File: src/rtl/enc8b10b_pkg.sv
// 8b/10b code tables, K-code constants and
// the per-octet lookup bundle for the lane encoder.
package enc8b10b_pkg;

  localparam logic RD_MINUS = 1'b0;
  localparam logic RD_PLUS  = 1'b1;

  localparam logic [7:0] K28_0 = 8'h1C;
  localparam logic [7:0] K28_1 = 8'h3C;
  localparam logic [7:0] K28_2 = 8'h5C;
  localparam logic [7:0] K28_3 = 8'h7C;
  localparam logic [7:0] K28_4 = 8'h9C;
  localparam logic [7:0] K28_5 = 8'hBC;
  localparam logic [7:0] K28_6 = 8'hDC;
  localparam logic [7:0] K28_7 = 8'hFC;
  localparam logic [7:0] K23_7 = 8'hF7;
  localparam logic [7:0] K27_7 = 8'hFB;
  localparam logic [7:0] K29_7 = 8'hFD;
  localparam logic [7:0] K30_7 = 8'hFE;

  // 6b RD- codes of the K characters
  localparam logic [5:0] K28_6B = 6'b001111;
  localparam logic [5:0] K23_6B = 6'b111010;
  localparam logic [5:0] K27_6B = 6'b110110;
  localparam logic [5:0] K29_6B = 6'b101110;
  localparam logic [5:0] K30_6B = 6'b011110;
  // 4b code of Kxx.7 when its 4b block is entered at RD-
  localparam logic [3:0] KX7_4B = 4'b0111;

  // Both variants of each sub-block, indexed by the RD
  // entering that sub-block.
  typedef struct packed {
    logic [5:0] c6n;
    logic [5:0] c6p;
    logic       n6;
    logic [3:0] c4n;
    logic [3:0] c4p;
    logic       n4;
    logic       kerr;
  } oct_lk_t;

  function automatic logic [5:0] enc5b6b(
    input logic [4:0] x
  );
    logic [5:0] c;
    case (x)
      5'd0:  c = 6'b100111;
      5'd1:  c = 6'b011101;
      5'd2:  c = 6'b101101;
      5'd3:  c = 6'b110001;
      5'd4:  c = 6'b110101;
      5'd5:  c = 6'b101001;
      5'd6:  c = 6'b011001;
      5'd7:  c = 6'b111000;
      5'd8:  c = 6'b111001;
      5'd9:  c = 6'b100101;
      5'd10: c = 6'b010101;
      5'd11: c = 6'b110100;
      5'd12: c = 6'b001101;
      5'd13: c = 6'b101100;
      5'd14: c = 6'b011100;
      5'd15: c = 6'b010111;
      5'd16: c = 6'b011011;
      5'd17: c = 6'b100011;
      5'd18: c = 6'b010011;
      5'd19: c = 6'b110010;
      5'd20: c = 6'b001011;
      5'd21: c = 6'b101010;
      5'd22: c = 6'b011010;
      5'd23: c = 6'b111010;
      5'd24: c = 6'b110011;
      5'd25: c = 6'b100110;
      5'd26: c = 6'b010110;
      5'd27: c = 6'b110110;
      5'd28: c = 6'b001110;
      5'd29: c = 6'b101110;
      5'd30: c = 6'b011110;
      default: c = 6'b101011;
    endcase
    return c;
  endfunction

  // Data 3b/4b, primary code, 4b block entered at RD-
  function automatic logic [3:0] enc3b4b(
    input logic [2:0] y
  );
    logic [3:0] c;
    case (y)
      3'd0: c = 4'b1011;
      3'd1: c = 4'b1001;
      3'd2: c = 4'b0101;
      3'd3: c = 4'b1100;
      3'd4: c = 4'b1101;
      3'd5: c = 4'b1010;
      3'd6: c = 4'b0110;
      default: c = 4'b1110;
    endcase
    return c;
  endfunction

  // Control 3b/4b, 4b block entered at RD-;
  // the RD+ variant is always the complement.
  function automatic logic [3:0] enck4b(
    input logic [2:0] y
  );
    logic [3:0] c;
    case (y)
      3'd0: c = 4'b1011;
      3'd1: c = 4'b0110;
      3'd2: c = 4'b1010;
      3'd3: c = 4'b1100;
      3'd4: c = 4'b1101;
      3'd5: c = 4'b0101;
      3'd6: c = 4'b1001;
      default: c = KX7_4B;
    endcase
    return c;
  endfunction

  function automatic oct_lk_t lookup(
    input logic [7:0] d,
    input logic       k
  );
    oct_lk_t r;
    logic [4:0] x;
    logic [2:0] y;
    logic       legal;
    x = d[4:0];
    y = d[7:5];
    legal = (x == 5'd28) ||
      ((y == 3'd7) &&
       ((x == 5'd23) || (x == 5'd27) ||
        (x == 5'd29) || (x == 5'd30)));
    r.kerr = k && !legal;
    // illegal K becomes neutral K28.0
    if (r.kerr) begin
      x = 5'd28;
      y = 3'd0;
    end
    if (k && (x == 5'd28)) r.c6n = K28_6B;
    else                   r.c6n = enc5b6b(x);
    r.n6 = ($countones(r.c6n) == 3);
    if (r.n6 && (x != 5'd7)) r.c6p = r.c6n;
    else                     r.c6p = ~r.c6n;
    if (k) begin
      r.c4n = enck4b(y);
      r.c4p = ~r.c4n;
    end else begin
      r.c4n = enc3b4b(y);
      if (($countones(r.c4n) == 2) &&
          (y != 3'd3))
        r.c4p = r.c4n;
      else
        r.c4p = ~r.c4n;
      if (y == 3'd7) begin
        if ((x == 5'd17) || (x == 5'd18) ||
            (x == 5'd20))
          r.c4n = 4'b0111;
        if ((x == 5'd11) || (x == 5'd13) ||
            (x == 5'd14))
          r.c4p = 4'b1000;
      end
    end
    r.n4 = ($countones(r.c4n) == 2);
    return r;
  endfunction

endpackage

File: src/rtl/enc8b10b_octet.sv
// Disparity-select stage for one octet: picks
// the RD-dependent 6b/4b codes and passes RD on.
module enc8b10b_octet
  import enc8b10b_pkg::*;
(
  input  oct_lk_t    i_lk,
  input  logic       i_rd,
  output logic [9:0] o_sym,
  output logic       o_rd,
  output logic       o_k_error
);

  logic [5:0] c6;
  logic [3:0] c4;
  logic       rd6;

  // 6b block from i_rd, 4b block from the 6b result
  always_comb begin
    c6    = (i_rd == RD_PLUS) ? i_lk.c6p : i_lk.c6n;
    rd6   = i_lk.n6 ? i_rd : ~i_rd;
    c4    = (rd6 == RD_PLUS) ? i_lk.c4p : i_lk.c4n;
    o_rd  = i_lk.n4 ? rd6 : ~rd6;
    o_sym = {c6, c4};
    o_k_error = i_lk.kerr;
  end

endmodule

File: src/rtl/enc8b10b_lanes.sv
// Multi-octet 8b/10b encoder: registered table
// lookup, then registered disparity chain.
module enc8b10b_lanes
  import enc8b10b_pkg::*;
#(
  parameter int   OCTETS  = 4,
  parameter logic INIT_RD = 1'b0
) (
  input  logic                  clk,
  input  logic                  rst,
  input  logic                  i_valid,
  input  logic [8*OCTETS-1:0]   i_data,
  input  logic [OCTETS-1:0]     i_k,
  output logic                  o_valid,
  output logic [10*OCTETS-1:0]  o_data,
  output logic [OCTETS-1:0]     o_k_error,
  output logic                  o_rd
);

  logic                      s1_vld_d, s1_vld_q;
  oct_lk_t [OCTETS-1:0]      s1_d, s1_q;
  logic [OCTETS:0]           rd_c;
  logic [10*OCTETS-1:0]      sym;
  logic [OCTETS-1:0]         kerr;
  logic                      vld_d, vld_q;
  logic                      rd_d, rd_q;
  logic [10*OCTETS-1:0]      data_d, data_q;
  logic [OCTETS-1:0]         kerr_d, kerr_q;

  // Stage 1: both RD variants per octet
  always_comb begin
    s1_vld_d = i_valid;
    for (int n = 0; n < OCTETS; n++)
      s1_d[n] = lookup(i_data[8*n +: 8], i_k[n]);
  end

  // Stage 1 register
  always_ff @(posedge clk) begin
    if (rst) begin
      s1_vld_q <= 1'b0;
      s1_q     <= '0;
    end else begin
      s1_vld_q <= s1_vld_d;
      s1_q     <= s1_d;
    end
  end

  assign rd_c[0] = rd_q;

  for (genvar n = 0; n < OCTETS; n++) begin : g_oct
    enc8b10b_octet u_oct (
      .i_lk      (s1_q[n]),
      .i_rd      (rd_c[n]),
      .o_sym     (sym[10*n +: 10]),
      .o_rd      (rd_c[n+1]),
      .o_k_error (kerr[n])
    );
  end

  // Stage 2: commit the chain only on valid words
  always_comb begin
    vld_d  = s1_vld_q;
    rd_d   = rd_q;
    data_d = data_q;
    kerr_d = '0;
    if (s1_vld_q) begin
      rd_d   = rd_c[OCTETS];
      data_d = sym;
      kerr_d = kerr;
    end
  end

  // Stage 2 register and running disparity
  always_ff @(posedge clk) begin
    if (rst) begin
      vld_q  <= 1'b0;
      rd_q   <= INIT_RD;
      data_q <= '0;
      kerr_q <= '0;
    end else begin
      vld_q  <= vld_d;
      rd_q   <= rd_d;
      data_q <= data_d;
      kerr_q <= kerr_d;
    end
  end

  assign o_valid   = vld_q;
  assign o_data    = data_q;
  assign o_k_error = kerr_q;
  assign o_rd      = rd_q;

endmodule

File: config.mk
export PLATFORM = sky130hd
export DESIGN_NAME = enc8b10b_lanes
export DESIGN_NICKNAME = d
export VERILOG_FILES = /design/src/rtl/enc8b10b_pkg.sv /design/src/rtl/enc8b10b_octet.sv /design/src/rtl/enc8b10b_lanes.sv
export SDC_FILE = /design/constraint.sdc
export NUM_CORES = 1
export LEC_CHECK = 0
export ABC_AREA = 1
export ABC_CLOCK_PERIOD_IN_PS = 5200
export BUFFER_PORTS_ARGS = -buffer_cell sky130_fd_sc_hd__buf_2
export CAP_MARGIN = 20
export CORE_UTILIZATION = 60
export CTS_CLUSTER_SIZE = 10
export DETAILED_ROUTE_END_ITERATION = 8
export PLACE_DENSITY = 0.79
export SETUP_SLACK_MARGIN = 0.1
export SYNTH_ARGS = -nofsm -noshare
export SYNTH_HDL_FRONTEND = slang
export SYNTH_SLANG_ARGS = --single-unit
export TNS_END_PERCENT = 30
File: constraint.sdc
create_clock -name clk -period 5.2 [get_ports clk]
set_clock_uncertainty 0.05 [all_clocks]
set_input_delay 0.26 -clock clk [delete_from_list [all_inputs] [get_ports clk]]
set_output_delay 0.26 -clock clk [all_outputs]
set_load 0.05 [all_outputs]
After elaboration in Yosys (flattened, before gate mapping). Memories as Yosys holds them, arrays and structs flattened. Cells that the tools add are included.

Bits in registers: 139. Bits in read-only memories: 768. Input bits: 39. Output and inout port bits: 46. Logic and storage cells: 331. Memories kept: 4.

$add $sub $neg: 44. Equal/unequal tests: 100. Multiplexer cells: 68. Bitwise operators: 21. Reduce and logical (&&, ||, !) cells: 61.

Memories: (name not given) (depth 32, bits a word 6, rd ports 1, clocked after memory_dff 0, write ports 0, line enc8b10b_pkg.sv:46) `case (x)`; (name not given) (depth 32, bits a word 6, rd ports 1, clocked after memory_dff 0, write ports 0, line enc8b10b_pkg.sv:46); (name not given) (depth 32, bits a word 6, rd ports 1, clocked after memory_dff 0, write ports 0, line enc8b10b_pkg.sv:46); (name not given) (depth 32, bits a word 6, rd ports 1, clocked after memory_dff 0, write ports 0, line enc8b10b_pkg.sv:46).

Operators by type and width (count): $pmux 4 s7 (8); $eq 5x5->1 const B (36); $mux 4 (24); $mux 6 (12); $mux 8 (8); $eq 3x3->1 const B (20); $eq 5x4->1 const B (12); $add 1x1->2 (28); $eq 3x2->1 const B (16); $add 2x2->3 (12); $logic_or 1x1->1 (32); $not 4->4 (8); $not 6->6 (4); $logic_and 1x1->1 (20); $mux 5 (4); $ne 5x3->1 const B (4); $add 3x2->4 (4); $eq 4x2->1 const B (4); $eq 3x1->1 const B (4); $logic_not 3->1 (4); $mux 3 (4); $ne 3x2->1 const B (4); $not 1->1 (9); $mux 1 (8); 2 further kinds (5).

Longest topological paths before layout. Gate-level depths: netlist (run 1).

Depth after elaboration: 23. Gate-level depth with buffers: 31. Gate-level depth less buffers: 30.

Hierarchy. Synthesis (run 1) repeated with hierarchy kept, for this count alone.

Cells, all modules: 1381. Area, all modules: 9064.9 um2.

By module, submodules not included: enc8b10b_lanes (instances 1, cells each 1213, area each 8319.2 um2, seq. area each 2782.7 um2); enc8b10b_octet (instances 4, cells each 42, area each 186.4 um2, seq. area each 0.0 um2).

Worst setup path before layout (run 1). OpenSTA, ideal clock, no wires.

Path kind: input to register. From: in i_data[11]. To: reg s1_q[34] (netlist name). Library setup time: 0.116 ns. Data arrival time: 4.136 ns. Required time: 5.034 ns. Setup slack: 0.898 ns. Stages on the path: 29. Buffers on the path: 1. Cell sequence: inv_1 nand2_2 nand2_1 nand2_1 nand2_1 nand2_1 nand2_2 nand2_4 buf_6 nand2_1 inv_1 ha_1 nand2_1 nand3_1 o21ai_1 nand2_1 fa_1 inv_1 fa_1 inv_1 ha_1 inv_1 fa_1 nor3_1 nand2_1 inv_2 nand3_1 nand2_1 nor2_1.

RTL lines: start: declaration (line enc8b10b_lanes.sv:12) `input logic [8*OCTETS-1:0] i_data,`; end signal: assignment (line enc8b10b_lanes.sv:41) `s1_q <= '0;`; end signal: assignment (line enc8b10b_lanes.sv:44) `s1_q <= s1_d;`; end: declaration (line enc8b10b_lanes.sv:21) `oct_lk_t [OCTETS-1:0] s1_d, s1_q;`.

==> reports/results.tsv, run 1 <==
stage	metric	value	unit
status	status	complete, no violations	
grt	initial antenna violation count	0	
finish	Final Cell Area	9926	um^2
critical_path	Critical Path AT	4.79	ns
sta	worst slew pin tran	0.6849	ns
clocking	CTS max path bufs	2	
finish	share of cells above drive strength 1	0.1573	
sta	TNS Setup	0	ns
finish	antenna cell count	0	
yosys	Post-synth top flop	dfxtp_1	
clocking	Post-CTS Setup Inserts	0	
clocking	worst skew pair latency	0.41	ns
sta	setup violators final	0	
sta	Rel. slew slack	0.5434	
finish	fillers	1244	
floorplanning	Die Width	123.4	um
yosys	proportion of synthesized chip area in sequential cells	0.3148	
flow_run	MaxCap Viol Count	0	
sta	RSZ-0062 raised after global routing	no	
grt	GRT overflow	0	
floorplanning	I/O pins	85	
yosys	cell count after synthesis	1285	
place	placed insts	1521	
grt	first-pass GRT wire length	33.91	mm
route	Post-route DRC	0	
critical_path	Worst Path Required	5.50	ns
yosys	synth unique cells	49	
finish	Post-Layout Cell Count	1553	
clocking	clk root buf	clkbuf_16	
clocking	Sink Count	139	
sta	fmax	222.9	MHz
place	DP Area	9348	um^2
sta	Pins Over Slew Limit	0	
clocking	# resized after CTS	0	
clocking	CTS tree	built	
grt	number of global-route vias before repair	7654	
worst_hold_path	worst min path class	input port to flop	
yosys	syn nets	1384	
finish	layout overhead on the synthesized area	12.30	%
floorplanning	DIE AREA	15220	um^2
route	vias per inst	5.350	
route	drt pass-1 iters	5	
finish	fin nets	1459	
yosys	post-synthesis cell area	8838	um^2
yosys	Ys Warns	0	
clocking	hold_buf cts	0	
yosys	Synth Register Bits	139	
yosys	Avg Inst Size Synth	6.878	um^2
sta	final hold vios	0	
pwr	pwr/cell area	398.6	nW/um^2
grt	largest net degree at the start of global routing	57	
clocking	clock-pin slew on the worst setup and hold paths	0.06	ns
sta	fin crit period	4.486	ns
floorplanning	FP Rows	43	
critical_path	Critical Path Fanout Max	18	
clocking	TritonCTS Buffers	17	
route	Initial DRC Count	562	
critical_path	Reg2Reg Setup Slack	2.75	ns
place	Post-DP HPWL	14.38	mm
route	Total Routed Length	19.94	mm
route	DRT antenna net count	0	
grt	Global Route Usage Sum	0.2770	
route	mean routed wirelength per cell	12.84	um
floorplanning	Initial Util	0.6246	
pwr	total power	0.003956	W
floorplanning	Die Height	123.4	um
sta	WHS	0.01083	ns
place	placer congestion estimate	0.9485	
critical_path	Setup Crit Path Kind	input port to flop	
critical_path	Crit. End Element	flop	
floorplanning	core area	14150	um^2
clocking	CTS H-Tree Depth	4	
critical_path	CP Launch Type	input port	
yosys	Async S/R FF share, synth	0	
place	Port Buffers	84	
yosys	number of synthesized flops with an enable pin	0	
sta	Final period util	0.8628	
route	via count	8308	
pwr	VDD IR max	309.2	uV
pwr	Static Leakage	5.119	nW
[report_power, final]
| part | switching, W | total, W | internal, W |
|---|---|---|---|
| registers | 0.0000675 | 0.00130 | 0.00123 |
| clock network | 0.000465 | 0.00118 | 0.000710 |
| logic | 0.00102 | 0.00149 | 0.000469 |
| total | 0.00155 | 0.00396 | 0.00241 |
[cell usage after synthesis, drive strengths merged (5+ instances only)]
master / instances / area, um^2
a21boi: 5 / 37.54
clkbuf: 23 / 86.33
o21bai: 10 / 75.07
nand2: 359 / 1518
fa: 19 / 380.4
nand4: 15 / 93.84
nor3: 12 / 60.06
ha: 41 / 513.0
o21ai: 57 / 315.3
nand3b: 6 / 45.04
dfxtp: 139 / 2783
buf: 10 / 88.83
a21oi: 85 / 436.7
or2: 5 / 31.28
nor2: 112 / 435.4
o211ai: 21 / 157.7
nand3: 137 / 785.8
inv: 193 / 727.0
xor2: 7 / 68.82
[critical path, cell delays in order]
cell	delay, ns
buf_2	0.13
inv_2	0.13
nand2_2	0.08
and2_1	0.15
nand2_1	0.06
nand2_1	0.06
nand2_2	0.07
nand2_4	0.15
nand2_2	0.15
inv_1	0.08
ha_1	0.23
a21oi_1	0.12
nor2_1	0.07
a21oi_1	0.31
inv_1	0.11
fa_1	0.52
inv_1	0.05
fa_1	0.48
inv_1	0.05
ha_1	0.20
inv_1	0.08
fa_1	0.43
nor3_1	0.19
nand2_1	0.18
inv_2	0.17
o21ai_1	0.10
a21oi_1	0.14
[placed cells by master (no fill, tap or decap), types with 3 or more instances in the layout]
| cell | n |
|---|---|
| clkinvlp_4 | 5 |
| a211oi_1 | 3 |
| clkinv_4 | 3 |
| xnor2_1 | 4 |
| o21bai_1 | 10 |
| inv_1 | 176 |
| nor2_1 | 106 |
| o22ai_1 | 4 |
| ha_1 | 41 |
| nand3_1 | 117 |
| nor4_1 | 4 |
| clkinv_1 | 3 |
| o21ai_2 | 8 |
| fa_1 | 19 |
| o21ai_0 | 32 |
| nand2_1 | 319 |
| nor3b_1 | 3 |
| buf_4 | 5 |
| nand3_2 | 20 |
| inv_2 | 16 |
| clkbuf_1 | 3 |
| nand3b_1 | 6 |
| nand2_4 | 14 |
| a21oi_2 | 3 |
| nand4_1 | 15 |
| o21ai_1 | 17 |
| o211ai_1 | 21 |
| nor3_1 | 12 |
| buf_2 | 84 |
| nand2_2 | 26 |
| xor2_1 | 6 |
| a21oi_1 | 82 |
| a21boi_1 | 4 |
| and2_1 | 3 |
| nor2_2 | 6 |
| dfxtp_1 | 138 |
| clkbuf_16 | 17 |
[cell families (layout without fill, tap and decap cells)]
| kind of cell | count (synthesis) | count (layout) | synth area share |
|---|---|---|---|
| AOI/OAI and AO/OA | 190 | 190 | 0.1256 |
| xor gates and xnor gates | 11 | 11 | 0.01175 |
| adders and majority gates | 60 | 60 | 0.1011 |
| buffers and inverters | 229 | 317 | 0.1033 |
| DFF | 139 | 139 | 0.3148 |
| and+or+nand+nor | 656 | 656 | 0.3434 |
[final cells by class]
| cell class | count | area, um^2 | share of cell area |
|---|---|---|---|
| Inverter | 196 | 738.2 | 0.07437 |
| Tap cell | 180 | 225.2 | 0.02269 |
| Timing Repair Buffer | 89 | 457.9 | 0.04614 |
| Clock buffer | 20 | 436.7 | 0.04399 |
| Sequential cell | 139 | 2784 | 0.2805 |
| Clock inverter | 12 | 141.4 | 0.01424 |
| Multi-Input combinational cell | 917 | 5142 | 0.5181 |
[flip-flops by register name (all words and copies together), names as in the netlist]
signal,count
o_valid,1
o_k_error,4
o_rd,1
o_data,40
s1_vld_q,1
s1_q,92
[per-stage QoR]
| stage | utilization | worst slack, ns |
|---|---|---|
| CTS | 0.7015 | 0.7699 |
| global route | 0.7015 | 0.3490 |
| finish | 0.7015 | 0.7135 |
| global placement | 0.6606 | 0.4711 |
| detailed placement | 0.6606 | 0.4134 |
| floorplan | - | 0.8981 |
[per-layer routing]
metal,up-vias,part of all wire,track usage
met5,-,0,0
li1,4267,-,-
met4,0,0.017,0.08735
met1,3800,0.45,0.3471
met2,208,0.48,0.4860
met3,33,0.043,0.04197
[final timing paths]
path,startpoint,endpoint,depth (start not counted)
worst max-delay path,i_data[18],s1_q[58],27
worst min-delay path,i_valid,s1_vld_q,3
worst max register to register,o_rd,o_rd,15
worst min register to register,s1_q[23],o_k_error[1],2
Power figures use the tool's default switching activity.
==> run 2, diff against run 1 <==
--- a/config.mk
+++ b/config.mk
@@ -7,12 +7,12 @@
 export LEC_CHECK = 0
 export ABC_AREA = 1
 export ABC_CLOCK_PERIOD_IN_PS = 5200
-export BUFFER_PORTS_ARGS = -buffer_cell sky130_fd_sc_hd__buf_2
 export CAP_MARGIN = 20
-export CORE_UTILIZATION = 60
+export CORE_UTILIZATION = 63
 export CTS_CLUSTER_SIZE = 10
 export DETAILED_ROUTE_END_ITERATION = 8
-export PLACE_DENSITY = 0.79
+export DONT_BUFFER_PORTS = 1
+export PLACE_DENSITY = 0.77
 export SETUP_SLACK_MARGIN = 0.1
 export SYNTH_ARGS = -nofsm -noshare
 export SYNTH_HDL_FRONTEND = slang
==> run 2 against run 1 <==
Highest routed layer unchanged; setup slack better by 0.14 ns; sequential cell count unchanged; utilization rose by 1.3 points; maximum frequency is 3.2% higher; critical path depth up 1; critical path type unchanged; clock-buffer cell count up 2; die area down 4.7%; register-to-register slack worse by 0.39 ns; worst hold slack better by 0.0080 ns; sequential power increased by 12%; clock power grew 6%.
==> reports/results.tsv, run 2 (synthesis gave the netlist of run 1 again) <==
stage	metric	value	unit
status	status	complete, no violations	
pwr	VDD IR max	298.6	uV
finish	max FFs per register	92	
sta	fmax	230.0	MHz
finish	share of cells above drive strength 1	0.1028	
floorplanning	FP Rows	42	
sta	Rel. slew slack	0.3919	
finish	antenna cell count	0	
critical_path	Critical Path AT	4.62	ns
critical_path	Setup Crit Path Kind	input port to flop	
sta	Pins Over Slew Limit	0	
floorplanning	Initial Util	0.6570	
finish	fin nets	1380	
critical_path	CP Launch Type	input port	
finish	leading cell type in the layout, fill and taps excluded	nand2_1	
route	Post-route DRC	0	
sta	TNS Setup	0	ns
sta	Final period util	0.8363	
sta	worst slew pin tran	0.9110	ns
route	Total Routed Length	19.91	mm
route	drt pass-1 iters	5	
floorplanning	Die Width	120.4	um
grt	first-pass GRT wire length	33.78	mm
pwr	Static Leakage	4.783	nW
pwr	pwr/cell area	413.3	nW/um^2
sta	final hold vios	0	
place	Post-DP HPWL	14.08	mm
sta	setup violators final	0	
floorplanning	I/O pins	85	
sta	RSZ-0062 raised after global routing	no	
critical_path	Worst Path Required	5.47	ns
sta	fin crit period	4.349	ns
clocking	TritonCTS Buffers	17	
place	Port Buffers	0	
clocking	CTS tree	built	
clocking	Sink Count	139	
grt	number of global-route vias before repair	7554	
floorplanning	DIE AREA	14510	um^2
clocking	clock-pin slew on the worst setup and hold paths	0.06	ns
grt	initial antenna violation count	0	
clocking	CTS max path bufs	2	
floorplanning	core area	13450	um^2
flow_run	MaxCap Viol Count	0	
grt	GRT overflow	0	
clocking	CTS H-Tree Depth	4	
clocking	worst skew pair latency	0.42	ns
worst_hold_path	worst min path class	input port to flop	
finish	layout overhead on the synthesized area	8.678	%
route	mean routed wirelength per cell	13.55	um
place	placer congestion estimate	0.9308	
critical_path	Crit. End Element	flop	
route	Initial DRC Count	402	
clocking	clk root buf	clkbuf_16	
grt	largest net degree at the start of global routing	82	
sta	WHS	0.01883	ns
floorplanning	Die Height	120.4	um
finish	Top reg by flops	s1_q	
grt	Global Route Usage Sum	0.2892	
route	DRT antenna net count	0	
finish	most frequent cells in the layout	nand2_1 (319), inv_1 (176), dfxtp_1 (138), nand3_1 (117), nor2_1 (106)	
route	via count	7961	
critical_path	Critical Path Fanout Max	16	
route	vias per inst	5.416	
finish	fillers	1168	
run 2: path summary, 6_finish.rpt:
check	startpoint	endpoint	slack, ns	depth (start not counted)
max	i_data[11]	s1_q[37]	0.85	28
max reg2reg	o_rd	o_rd	2.36	15
min	i_k[3]	s1_q[73]	0.02	3
min reg2reg	s1_q[46]	o_k_error[2]	0.36	2
run 2: timing repair:
action | CTS | global route
hold buffers | 6 | 0
hold endpoints to repair | 81 | 0
buffers inserted | 0 | 0
gates resized for setup | 0 | 0
run 2: layout make-up:
type	count	area, um^2	area share
inverter	196	738.2	0.07685
clock buffer	22	474.2	0.04937
sequential	139	2784	0.2898
clock inverter	10	138.9	0.01446
tap	176	220.2	0.02293
multi-input combinational	917	5142	0.5354
timing repair buffer	10	107.6	0.01120
run 2: layer usage:
metal / part of all wire / GRT usage
met1: 0.45 / 0.3599
met2: 0.48 / 0.4881
met3: 0.051 / 0.06981
met4: 0.022 / 0.09954
met5: 0 / 0
run 2: worst max-delay path, cell delays in order:
cell and delay, ns:
inv_1 0.11, nand2_2 0.07, nand2_1 0.10, nand2_1 0.06, nand2_1 0.05, nand2_1 0.05, nand2_2 0.08, nand2_4 0.12
nand2_1 0.18, inv_1 0.09, ha_1 0.32, o22ai_1 0.19, nand2_1 0.07, o21ai_1 0.16, nand2_1 0.13, fa_1 0.54
inv_1 0.05, fa_1 0.49, inv_1 0.04, ha_1 0.16, inv_1 0.07, fa_1 0.42, nor3_1 0.24, nand2_1 0.18
inv_2 0.16, nand3_1 0.10, nand2_1 0.07, nor2_1 0.05
run 2: power by group:
group          switching, W  internal [W]
clock              0.000455      0.000792
sequential         0.000227       0.00123
combinational      0.000833      0.000434
run 2: metrics by stage:
| stage | instances | area (um^2) | total power (W) | setup slack, ns | util |
|---|---|---|---|---|---|
| floorplan | 1285 | 8838 | 0.002479 | 0.8981 | - |
| global placement | 1432 | 8915 | 0.002677 | 0.6273 | 0.6627 |
| detailed placement | 1432 | 8915 | 0.002709 | 0.5057 | 0.6627 |
| CTS | 1470 | 9605 | 0.003983 | 0.8674 | 0.7140 |
| global route | 1470 | 9605 | 0.004242 | 0.3725 | 0.7140 |
| finish | 1470 | 9605 | 0.003970 | 0.8513 | 0.7140 |
